File: src/rtl/fsm_pkg.sv
// Shared definitions for the serial sequence-detection path: state encoding,
// default word geometry and a counter-width helper.
package fsm_pkg;

  typedef enum logic [0:0] {
    ST_IDLE  = 1'b0,
    ST_SHIFT = 1'b1
  } state_t;

  localparam int DEF_WIDTH = 8;
  localparam int DEF_DIV   = 1;

  // Width of a counter running 0..n-1, never narrower than one bit.
  function automatic int cnt_width(input int n);
    return (n > 1) ? $clog2(n) : 1;
  endfunction

endpackage

File: src/rtl/bit_timer.sv
// Holds each serial bit for DIV cycles; tick marks the last cycle of a bit,
// tick_next predicts that the following cycle will be such a last cycle.
module bit_timer
  import fsm_pkg::*;
#(
  parameter int DIV = DEF_DIV
) (
  input  logic clk,
  input  logic reset,
  input  logic en,
  output logic tick,
  output logic tick_next
);

  localparam int CW = cnt_width(DIV);
  localparam logic [CW-1:0] LAST     = CW'(DIV - 1);
  localparam logic [CW-1:0] PRE_LAST = CW'((DIV > 1) ? (DIV - 2) : 0);
  localparam logic [CW-1:0] ZERO     = {CW{1'b0}};

  logic [CW-1:0] cnt_r;

  // Cycle-in-bit counter, parked at zero whenever the driver is not shifting.
  always_ff @(posedge clk) begin
    if (!reset) begin
      cnt_r <= ZERO;
    end else if (!en) begin
      cnt_r <= ZERO;
    end else if (cnt_r == LAST) begin
      cnt_r <= ZERO;
    end else begin
      cnt_r <= cnt_r + CW'(1);
    end
  end

  // With DIV=1 every shifting cycle is a last cycle, so the look-ahead is constant.
  always_comb begin
    tick = en && (cnt_r == LAST);
    if (DIV == 1) begin
      tick_next = 1'b1;
    end else begin
      tick_next = en && (cnt_r == PRE_LAST);
    end
  end

endmodule

File: src/rtl/serial_pattern_driver.sv
// Parallel-to-serial pattern driver: accepts a word on load/ready and shifts it
// out MSB-first on x, one bit per DIV clocks, with zero-gap back-to-back words.
module serial_pattern_driver
  import fsm_pkg::*;
#(
  parameter int   WIDTH    = DEF_WIDTH,
  parameter int   DIV      = DEF_DIV,
  parameter logic IDLE_BIT = 1'b0
) (
  input  logic             clk,
  input  logic             reset,
  input  logic [WIDTH-1:0] data_in,
  input  logic             load,
  output logic             ready,
  output logic             x,
  output logic             busy,
  output logic             done
);

  localparam int BW = cnt_width(WIDTH);
  localparam logic [BW-1:0]    BIT_LAST = BW'(WIDTH - 1);
  localparam logic [BW-1:0]    BIT_ZERO = {BW{1'b0}};
  localparam logic [WIDTH-1:0] WORD_ZERO = {WIDTH{1'b0}};

  state_t           state_r, state_nxt_s;
  logic [WIDTH-1:0] shift_r, shift_nxt_s;
  logic [BW-1:0]    bit_cnt_r, bit_cnt_nxt_s;
  logic             x_r, busy_r, done_r;
  logic             shifting_s, tick_s, tick_next_s, last_s, accept_s;
  logic             x_nxt_s, busy_nxt_s, done_nxt_s;

  assign shifting_s = (state_r == ST_SHIFT);

  bit_timer #(.DIV(DIV)) u_bit_timer (
    .clk       (clk),
    .reset     (reset),
    .en        (shifting_s),
    .tick      (tick_s),
    .tick_next (tick_next_s)
  );

  // Handshake: the last cycle of a word doubles as an accept window.
  always_comb begin
    last_s   = shifting_s && (bit_cnt_r == BIT_LAST) && tick_s;
    ready    = !shifting_s || last_s;
    accept_s = load && ready;
  end

  // Next state, shift register and bit counter; registered outputs are
  // derived from the next state so x/busy/done line up with the bit shown.
  always_comb begin
    state_nxt_s   = state_r;
    shift_nxt_s   = shift_r;
    bit_cnt_nxt_s = bit_cnt_r;
    case (state_r)
      ST_IDLE: begin
        if (accept_s) begin
          state_nxt_s   = ST_SHIFT;
          shift_nxt_s   = data_in;
          bit_cnt_nxt_s = BIT_ZERO;
        end else begin
          state_nxt_s = ST_IDLE;
        end
      end
      ST_SHIFT: begin
        if (accept_s) begin
          state_nxt_s   = ST_SHIFT;
          shift_nxt_s   = data_in;
          bit_cnt_nxt_s = BIT_ZERO;
        end else if (last_s) begin
          state_nxt_s   = ST_IDLE;
          shift_nxt_s   = WORD_ZERO;
          bit_cnt_nxt_s = BIT_ZERO;
        end else if (tick_s) begin
          shift_nxt_s   = shift_r << 1;
          bit_cnt_nxt_s = bit_cnt_r + BW'(1);
        end else begin
          shift_nxt_s = shift_r;
        end
      end
      default: begin
        state_nxt_s   = ST_IDLE;
        shift_nxt_s   = WORD_ZERO;
        bit_cnt_nxt_s = BIT_ZERO;
      end
    endcase

    if (state_nxt_s == ST_SHIFT) begin
      x_nxt_s    = shift_nxt_s[WIDTH-1];
      busy_nxt_s = 1'b1;
      done_nxt_s = (bit_cnt_nxt_s == BIT_LAST) && tick_next_s;
    end else begin
      x_nxt_s    = IDLE_BIT;
      busy_nxt_s = 1'b0;
      done_nxt_s = 1'b0;
    end
  end

  // State and output registers; reset aborts any word without a done pulse.
  always_ff @(posedge clk) begin
    if (!reset) begin
      state_r   <= ST_IDLE;
      shift_r   <= WORD_ZERO;
      bit_cnt_r <= BIT_ZERO;
      x_r       <= IDLE_BIT;
      busy_r    <= 1'b0;
      done_r    <= 1'b0;
    end else begin
      state_r   <= state_nxt_s;
      shift_r   <= shift_nxt_s;
      bit_cnt_r <= bit_cnt_nxt_s;
      x_r       <= x_nxt_s;
      busy_r    <= busy_nxt_s;
      done_r    <= done_nxt_s;
    end
  end

  assign x    = x_r;
  assign busy = busy_r;
  assign done = done_r;

endmodule
File: config.mk
export PLATFORM = sky130hd
export DESIGN_NAME = serial_pattern_driver
export DESIGN_NICKNAME = d
export VERILOG_FILES = /design/src/rtl/fsm_pkg.sv /design/src/rtl/bit_timer.sv /design/src/rtl/serial_pattern_driver.sv
export SDC_FILE = /design/constraint.sdc
export NUM_CORES = 1
export LEC_CHECK = 0
export CELL_PAD_IN_SITES_DETAIL_PLACEMENT = 2
export CELL_PAD_IN_SITES_GLOBAL_PLACEMENT = 2
export CORE_ASPECT_RATIO = 1.4
export CORE_UTILIZATION = 36
export DETAILED_ROUTE_END_ITERATION = 16
export DONT_BUFFER_PORTS = 1
export PLACE_DENSITY_LB_ADDON = 0.12
export REMOVE_ABC_BUFFERS = 1
export SLEW_MARGIN = 40
export SYNTH_ARGS = -nofsm -noshare
export SYNTH_HDL_FRONTEND = slang
export SYNTH_HIERARCHICAL = 1
export SYNTH_SLANG_ARGS = --single-unit
export TNS_END_PERCENT = 50
File: constraint.sdc
create_clock -name clk -period 3.2 [get_ports clk]
set_input_delay 0.96 -clock clk [delete_from_list [all_inputs] [get_ports clk]]
set_output_delay 0.96 -clock clk [all_outputs]
set_load 0.05 [all_outputs]
==> results of run 1 <==
## Yosys cell counts
library cell,instances,area (um^2)
sky130_fd_sc_hd__a21boi_0,2,15.0
sky130_fd_sc_hd__a21boi_2,1,11.3
sky130_fd_sc_hd__a21o_1,1,7.51
sky130_fd_sc_hd__a21oi_1,6,30.0
sky130_fd_sc_hd__a22oi_1,1,7.51
sky130_fd_sc_hd__a31oi_1,1,6.26
sky130_fd_sc_hd__and2_1,2,12.5
sky130_fd_sc_hd__and2b_1,1,7.51
sky130_fd_sc_hd__and4bb_2,1,12.5
sky130_fd_sc_hd__buf_2,1,5.00
sky130_fd_sc_hd__buf_4,1,7.51
sky130_fd_sc_hd__clkbuf_1,3,11.3
sky130_fd_sc_hd__conb_1,2,7.51
sky130_fd_sc_hd__dfxtp_1,15,300
sky130_fd_sc_hd__ha_1,2,25.0
sky130_fd_sc_hd__inv_1,1,3.75
sky130_fd_sc_hd__mux2i_1,1,10.0
sky130_fd_sc_hd__nand2_1,9,33.8
sky130_fd_sc_hd__nand2b_1,4,25.0
sky130_fd_sc_hd__nand3_1,3,15.0
sky130_fd_sc_hd__nor2_1,12,45.0
sky130_fd_sc_hd__nor2b_1,2,12.5
sky130_fd_sc_hd__nor2b_4,1,13.8
sky130_fd_sc_hd__nor3_1,1,5.00
sky130_fd_sc_hd__nor3b_1,2,15.0
sky130_fd_sc_hd__o21a_1,1,7.51
sky130_fd_sc_hd__o21ai_0,10,50.1
sky130_fd_sc_hd__o22ai_1,6,37.5
## metal layers
| metal | up-vias | part of all wire, % | wire (um) |
|---|---|---|---|
| li1 | 317 | - | - |
| met1 | 321 | 39 | 706 |
| met2 | 17 | 54 | 989 |
| met3 | 5 | 5.0 | 91 |
| met4 | 0 | 2.2 | 40 |
| met5 | - | 0 | 0 |
## registers in the layout, indices dropped and copies added (netlist names)
register           cells
shift_r                8
x                      1
bit_cnt_r              3
done                   1
shifting_s             1
u_bit_timer/cnt_r      1
## worst max path at each step
| stage | cells after the start | to | start | slack, ps |
|---|---|---|---|---|
| 4_1_cts | 4 | ready | bit_cnt_r[0] | 300 |
| 3_3_place_gp | 4 | ready | bit_cnt_r[0] | 710 |
| 6_report | 4 | ready | bit_cnt_r[0] | 330 |
| 3_5_place_dp | 4 | ready | bit_cnt_r[0] | 640 |
| 5_1_grt | 4 | ready | bit_cnt_r[0] | 190 |
| 2_1_floorplan | 3 | ready | shifting_s | 750 |
## through the flow
step                instance area [um^2]  util [%]  setup WS (ps)
floorplan                            717         -            751
global placement                     751      38.5            708
detailed placement                   751      38.5            639
CTS                                  778      39.9            298
global route                         778      39.9            194
finish                               778      39.9            331
## layout by cell type (no fill, tap or decap)
cell	instances
sky130_fd_sc_hd__and4bb_2	1
sky130_fd_sc_hd__inv_1	1
sky130_fd_sc_hd__a31oi_1	1
sky130_fd_sc_hd__ha_1	2
sky130_fd_sc_hd__clkinv_2	1
sky130_fd_sc_hd__mux2i_1	1
sky130_fd_sc_hd__o22ai_1	6
sky130_fd_sc_hd__nand2b_1	4
sky130_fd_sc_hd__dfxtp_1	15
sky130_fd_sc_hd__a21oi_1	6
sky130_fd_sc_hd__nor2b_4	1
sky130_fd_sc_hd__nand2_1	9
sky130_fd_sc_hd__nor2_1	12
sky130_fd_sc_hd__a22oi_1	1
sky130_fd_sc_hd__and2_1	2
sky130_fd_sc_hd__a21boi_0	2
sky130_fd_sc_hd__and2b_1	1
sky130_fd_sc_hd__o21ai_0	10
sky130_fd_sc_hd__o21a_1	1
sky130_fd_sc_hd__a21o_1	1
sky130_fd_sc_hd__conb_1	2
sky130_fd_sc_hd__nor3b_1	2
sky130_fd_sc_hd__nor2b_1	2
sky130_fd_sc_hd__clkbuf_4	3
sky130_fd_sc_hd__nand3_1	3
sky130_fd_sc_hd__nor3_1	1
sky130_fd_sc_hd__buf_4	1
sky130_fd_sc_hd__a21boi_2	1
## power by group
group / switching [W] / internal (W) / total, W / leakage [nW]
Combinational: 0.0000305 / 0.0000214 / 0.0000519 / 0.169
Sequential: 0.00000970 / 0.000198 / 0.000207 / 0.123
Clock: 0.0000683 / 0.0000466 / 0.000115 / 0.0177
Total: 0.000109 / 0.000266 / 0.000374 / 0.310
## final cells by class
cell class	count	area (um^2)
Clock buffer	3	22.5
Inverter	1	3.75
Fill cell	238	1170
Timing Repair Buffer	1	7.51
Multi-Input combinational cell	72	413
Tap cell	21	26.3
Sequential cell	15	300
Clock inverter	1	5.00
## worst max-delay path: cells and delay by family, from the launching register on
family                   cells  cell delay (ps)
adder cells (fa/ha/maj)      2              650
buffers and inverters        1              410
flip-flops                   1              390
AO/OA/AOI/OAI                1              150
## kinds of logic (layout without fill, tap and decap cells)
family                   Yosys count  in the layout  synth area share, %
other                              2              2                 1.01
AND/OR/NAND/NOR                   38             38                 26.7
buffers and inverters              6              6                 3.72
adder cells (fa/ha/maj)            2              2                 3.38
flip-flops                        15             15                 40.5
multiplexers                       1              1                 1.35
AO/OA/AOI/OAI                     29             29                 23.3
==> impl_results.rst, run 1 <==
.. list-table::
   :header-rows: 1

   * - Metric
     - Value
   * - IO buf count
     - 0
   * - Worst slew margin relative to its limit
     - 66.0%
   * - Slack of the worst reg-to-reg path
     - 1150 ps
   * - Required time of the critical path
     - 2240 ps
   * - Final hold viol count
     - 0
   * - Hold Path Sink
     - shift_r[0]
   * - Htree depth
     - 1
   * - CTS buffer count
     - 3
   * - Post-Syn Instances
     - 93
   * - Number of cells on the worst hold path
     - 2
   * - Critical path fanouts, max
     - 15
   * - Max capacitance violation total
     - 0
   * - Busiest layer in global routing
     - met2
   * - Drt total wl
     - 1830 um
   * - Number of remaining DRC errors
     - 0
   * - Final Wtd Congestion
     - 0.773
   * - Remaining Overflow, GRT
     - 0
   * - Yosys warning total
     - 6
   * - Vias in the first global route
     - 726
   * - FF+latch count, synth
     - 15
   * - DRT Pass-1 Iters
     - 4
   * - Outcome
     - complete, no violations
   * - Endpoint type of the worst setup path
     - output pin
   * - Final ANT Viol Nets
     - 0
   * - Post-Syn Area
     - 741 um^2
   * - Die Outline Area
     - 2250 um^2
   * - Overall power of the completed layout
     - 0.000374 W
   * - Smallest hold slack
     - 497 ps
   * - Initial antenna violation count
     - 0
   * - Average wire per standard cell
     - 16.0 um
   * - Achievable Freq
     - 349 MHz
   * - Final critical-path required period
     - 2870 ps
   * - Period utilisation layout
     - 89.6%
   * - Worst-margin pin slew
     - 511 ps
   * - Die Ht
     - 55.7 um
   * - Highest-delay cell along the critical path
     - sky130_fd_sc_hd__ha_1
   * - Antenna cells
     - 0
   * - CTS max path bufs
     - 2
   * - Count of different cell masters after synthesis
     - 28
   * - Clock latency on the worst-skew pair
     - 290 ps
   * - Area delta synth->final
     - 5.07%
   * - Global-route met3 utilization
     - 4.00%
   * - Min-delay src
     - shift_r[0]
   * - Series of cell instances along the critical path
     - ha_1 > ha_1 > a21boi_2 > inv_1
   * - Maximum resistive drop on vdd
     - 0.251 mV
   * - Met2 track demand over resource in global routing
     - 33.3%
   * - Worst reg2reg endpoint
     - shift_r[7]
   * - Width of the die
     - 40.3 um
   * - Critical path's largest stage delay
     - 470 ps
   * - CTS Hold Buffers Added
     - 0
   * - Crit Path Category
     - flop to output pin
   * - Standby leakage power
     - 0.310 nW
   * - Category of the worst setup path launch point
     - flop
   * - Post-cts repair resize count
     - 0
   * - PwrDens
     - 481 nW/um^2
   * - Worst r2r path cells
     - 7
   * - Crit path DAT
     - 1910 ps
   * - Finished Layout Cells
     - 114
   * - Violation count after the first detailed-route iteration
     - 11
   * - Clock tree from TritonCTS
     - yes
   * - Wire length of the first global-routing pass
     - 3080 um
   * - Total number of nets in the final design
     - 107
   * - Post CTS Setup Buffer Count
     - 0
   * - CP dominant cell by count
     - sky130_fd_sc_hd__ha_1
   * - Total global-route track usage
     - 19.7%
   * - TNS Setup
     - 0 ps
   * - Standard-cell row count
     - 19
   * - Sequential fraction of the synthesis area
     - 40.5%
   * - Via count of the routed design
     - 660
   * - Unrepaired setup endpoints after global routing
     - false
   * - R2R Path Start
     - bit_cnt_r[0]
   * - Mean number of vias per cell
     - 5.79
   * - Share of post-route cells with drive strength above 1
     - 8.60%
   * - Detailed placement HPWL
     - 1380 um
   * - Area of the placeable core
     - 1950 um^2
   * - Largest net degree at the start of global routing
     - 16
   * - Final Skew
     - 4.39 ps
   * - Max-slew violation count
     - 0
   * - Mean cell area of the mapped netlist
     - 7.96 um^2
   * - Effective utilization at floorplan
     - 38.0%
   * - Tightest Hold Check Type
     - flop to flop
   * - Number of clock sinks
     - 15
   * - Clock-pin transition on the worst setup and hold timing paths
     - 100 ps
   * - Placed instance count
     - 110
   * - M1 GR Usage
     - 22.0%
   * - Root cell of the clock tree
     - sky130_fd_sc_hd__clkbuf_4
   * - Number of endpoints failing setup at the final stage
     - 0
   * - Io pins
     - 15
Note: power is estimated with default switching activity, not from simulation.
==> inputs of run 2 (changes only) <==
--- a/config.mk
+++ b/config.mk
@@ -8,7 +8,7 @@
 export CELL_PAD_IN_SITES_DETAIL_PLACEMENT = 2
 export CELL_PAD_IN_SITES_GLOBAL_PLACEMENT = 2
 export CORE_ASPECT_RATIO = 1.4
-export CORE_UTILIZATION = 36
+export CORE_UTILIZATION = 25
 export DETAILED_ROUTE_END_ITERATION = 16
 export DONT_BUFFER_PORTS = 1
 export PLACE_DENSITY_LB_ADDON = 0.12
==> impl_results.rst, run 2 (synthesis gave the netlist of run 1 again) <==
.. list-table::
   :header-rows: 1

   * - Metric
     - Value
   * - Outcome
     - complete, no violations
   * - Achievable Freq
     - 382 MHz
   * - Final Wtd Congestion
     - 0.700
   * - Met2 track demand over resource in global routing
     - 22.1%
   * - Remaining Overflow, GRT
     - 0
   * - Total number of nets in the final design
     - 108
   * - Destination of the critical timing path
     - ready
   * - Worst r2r path cells
     - 7
   * - Max reg flops
     - 8
   * - Clock-pin transition on the worst setup and hold timing paths
     - 70 ps
   * - Overall power of the completed layout
     - 0.000421 W
   * - Global-route met3 utilization
     - 3.01%
   * - IO buf count
     - 0
   * - Violation count after the first detailed-route iteration
     - 6
   * - Root cell of the clock tree
     - sky130_fd_sc_hd__clkbuf_8
   * - Clock latency on the worst-skew pair
     - 260 ps
   * - Maximum resistive drop on vdd
     - 0.206 mV
   * - Effective utilization at floorplan
     - 26.0%
   * - Detailed placement HPWL
     - 1350 um
   * - Largest regs
     - shift_r (8), bit_cnt_r (3)
   * - Leading cell type in the layout, fill and taps excluded
     - sky130_fd_sc_hd__dfxtp_1
   * - Io pins
     - 15
   * - CTS buffer count
     - 3
   * - Mean number of vias per cell
     - 4.95
   * - Required time of the critical path
     - 2240 ps
   * - Startpoint of the most critical setup path
     - bit_cnt_r[0]
   * - Die Outline Area
     - 3190 um^2
   * - Post-cts repair resize count
     - 0
   * - Area delta synth->final
     - 11.3%
   * - Clock tree from TritonCTS
     - yes
   * - Final critical-path required period
     - 2620 ps
   * - Wire length of the first global-routing pass
     - 3040 um
   * - Final hold viol count
     - 0
   * - TNS Setup
     - 0 ps
   * - Final ANT Viol Nets
     - 0
   * - Largest net degree at the start of global routing
     - 16
   * - Die Ht
     - 66.4 um
   * - Finished Layout Cells
     - 131
   * - Post CTS Setup Buffer Count
     - 0
   * - Via count of the routed design
     - 649
   * - Vias in the first global route
     - 650
   * - Area of the placeable core
     - 2850 um^2
   * - M1 GR Usage
     - 16.3%
   * - Initial antenna violation count
     - 0
   * - DRT Pass-1 Iters
     - 2
   * - Worst reg2reg endpoint
     - shift_r[0]
   * - R2R Path Start
     - bit_cnt_r[0]
   * - Unrepaired setup endpoints after global routing
     - false
   * - Htree depth
     - 1
   * - Number of clock sinks
     - 15
   * - Crit path DAT
     - 1660 ps
   * - Top library cells by usage in the layout, fill and taps aside
     - sky130_fd_sc_hd__dfxtp_1 (15), sky130_fd_sc_hd__nor2_1 (12), sky130_fd_sc_hd__o21ai_0 (10)
   * - Number of endpoints failing setup at the final stage
     - 0
   * - PwrDens
     - 510 nW/um^2
   * - Average wire per standard cell
     - 14.5 um
   * - Endpoint type of the worst setup path
     - output pin
   * - Worst slew margin relative to its limit
     - 66.2%
   * - Worst-margin pin slew
     - 506 ps
   * - Final Skew
     - 3.22 ps
   * - Placed instance count
     - 127
   * - Number of remaining DRC errors
     - 0
   * - Tightest Hold Check Type
     - flop to flop
   * - Standby leakage power
     - 0.323 nW
   * - Category of the worst setup path launch point
     - flop
   * - Period utilisation layout
     - 81.9%
   * - CTS max path bufs
     - 2
   * - Max-slew violation count
     - 0
   * - Critical path fanouts, max
     - 15
   * - Max capacitance violation total
     - 0
   * - Busiest layer in global routing
     - met2
   * - Crit Path Category
     - flop to output pin
   * - Drt total wl
     - 1900 um
   * - Total global-route track usage
     - 14.3%
   * - Share of post-route cells with drive strength above 1
     - 9.57%
   * - Width of the die
     - 48.0 um
   * - CTS Hold Buffers Added
     - 0
   * - Slack of the worst reg-to-reg path
     - 1390 ps
   * - Smallest hold slack
     - 504 ps
   * - Largest register by flop count
     - shift_r
   * - Standard-cell row count
     - 23
   * - Antenna cells
     - 0
==> run 2: changes by cell type in the layout (fill, tap and decap cells not counted), sizes merged <==
cell / before / now
buf: 1 / 2
==> run 2: worst max-delay path: stages (launching register included) <==
cell                       delay, ps
sky130_fd_sc_hd__dfxtp_1         340
sky130_fd_sc_hd__ha_1            200
sky130_fd_sc_hd__ha_1            170
sky130_fd_sc_hd__buf_4           190
sky130_fd_sc_hd__a21boi_2        210
sky130_fd_sc_hd__inv_1           280
==> run 2: worst min-delay path by stage <==
stage                 endpoint  slack (ps)  cells past startpoint  startpoint
detailed placement  shift_r[0]         500                      2  shift_r[0]
global route        shift_r[0]         540                      2  shift_r[0]
finish              shift_r[0]         500                      2  shift_r[0]
CTS                 shift_r[0]         520                      2  shift_r[0]
floorplan           shift_r[0]         450                      2  shift_r[0]
global placement    shift_r[0]         470                      2  shift_r[0]
==> run 2: power breakdown <==
| group | total (W) | switching, W | leakage [nW] | internal (W) |
|---|---|---|---|---|
| Sequential | 0.000208 | 0.0000102 | 0.123 | 0.000198 |
| Combinational | 0.0000513 | 0.0000299 | 0.174 | 0.0000213 |
| Clock | 0.000161 | 0.0000748 | 0.0255 | 0.0000865 |
| Total | 0.000421 | 0.000115 | 0.323 | 0.000306 |
==> run 2: per-layer routing <==
metal	part of all wire, %	vias up
met1	42	314
met4	3.2	0
met2	51	9
met3	3.8	6
li1	-	320
met5	0	-
==> run 2: metrics by stage <==
step / cell area [um^2] / worst slack (ps) / util, %
2_1_floorplan: 717 / 751 / -
3_3_place_gp: 778 / 901 / 27.3
3_5_place_dp: 778 / 864 / 27.3
4_1_cts: 825 / 570 / 28.9
5_1_grt: 825 / 481 / 28.9
6_report: 825 / 579 / 28.9
==> run 2: area by class of cell <==
type                    count  area (um^2)
flip-flops and latches     15          300
inverters                   1         3.75
repair buffers              2         15.0
clock buffers               3         41.3
clock inverters             1         5.00
multi-input cells          72          413
well taps                  37         46.3
fillers                   332         2020
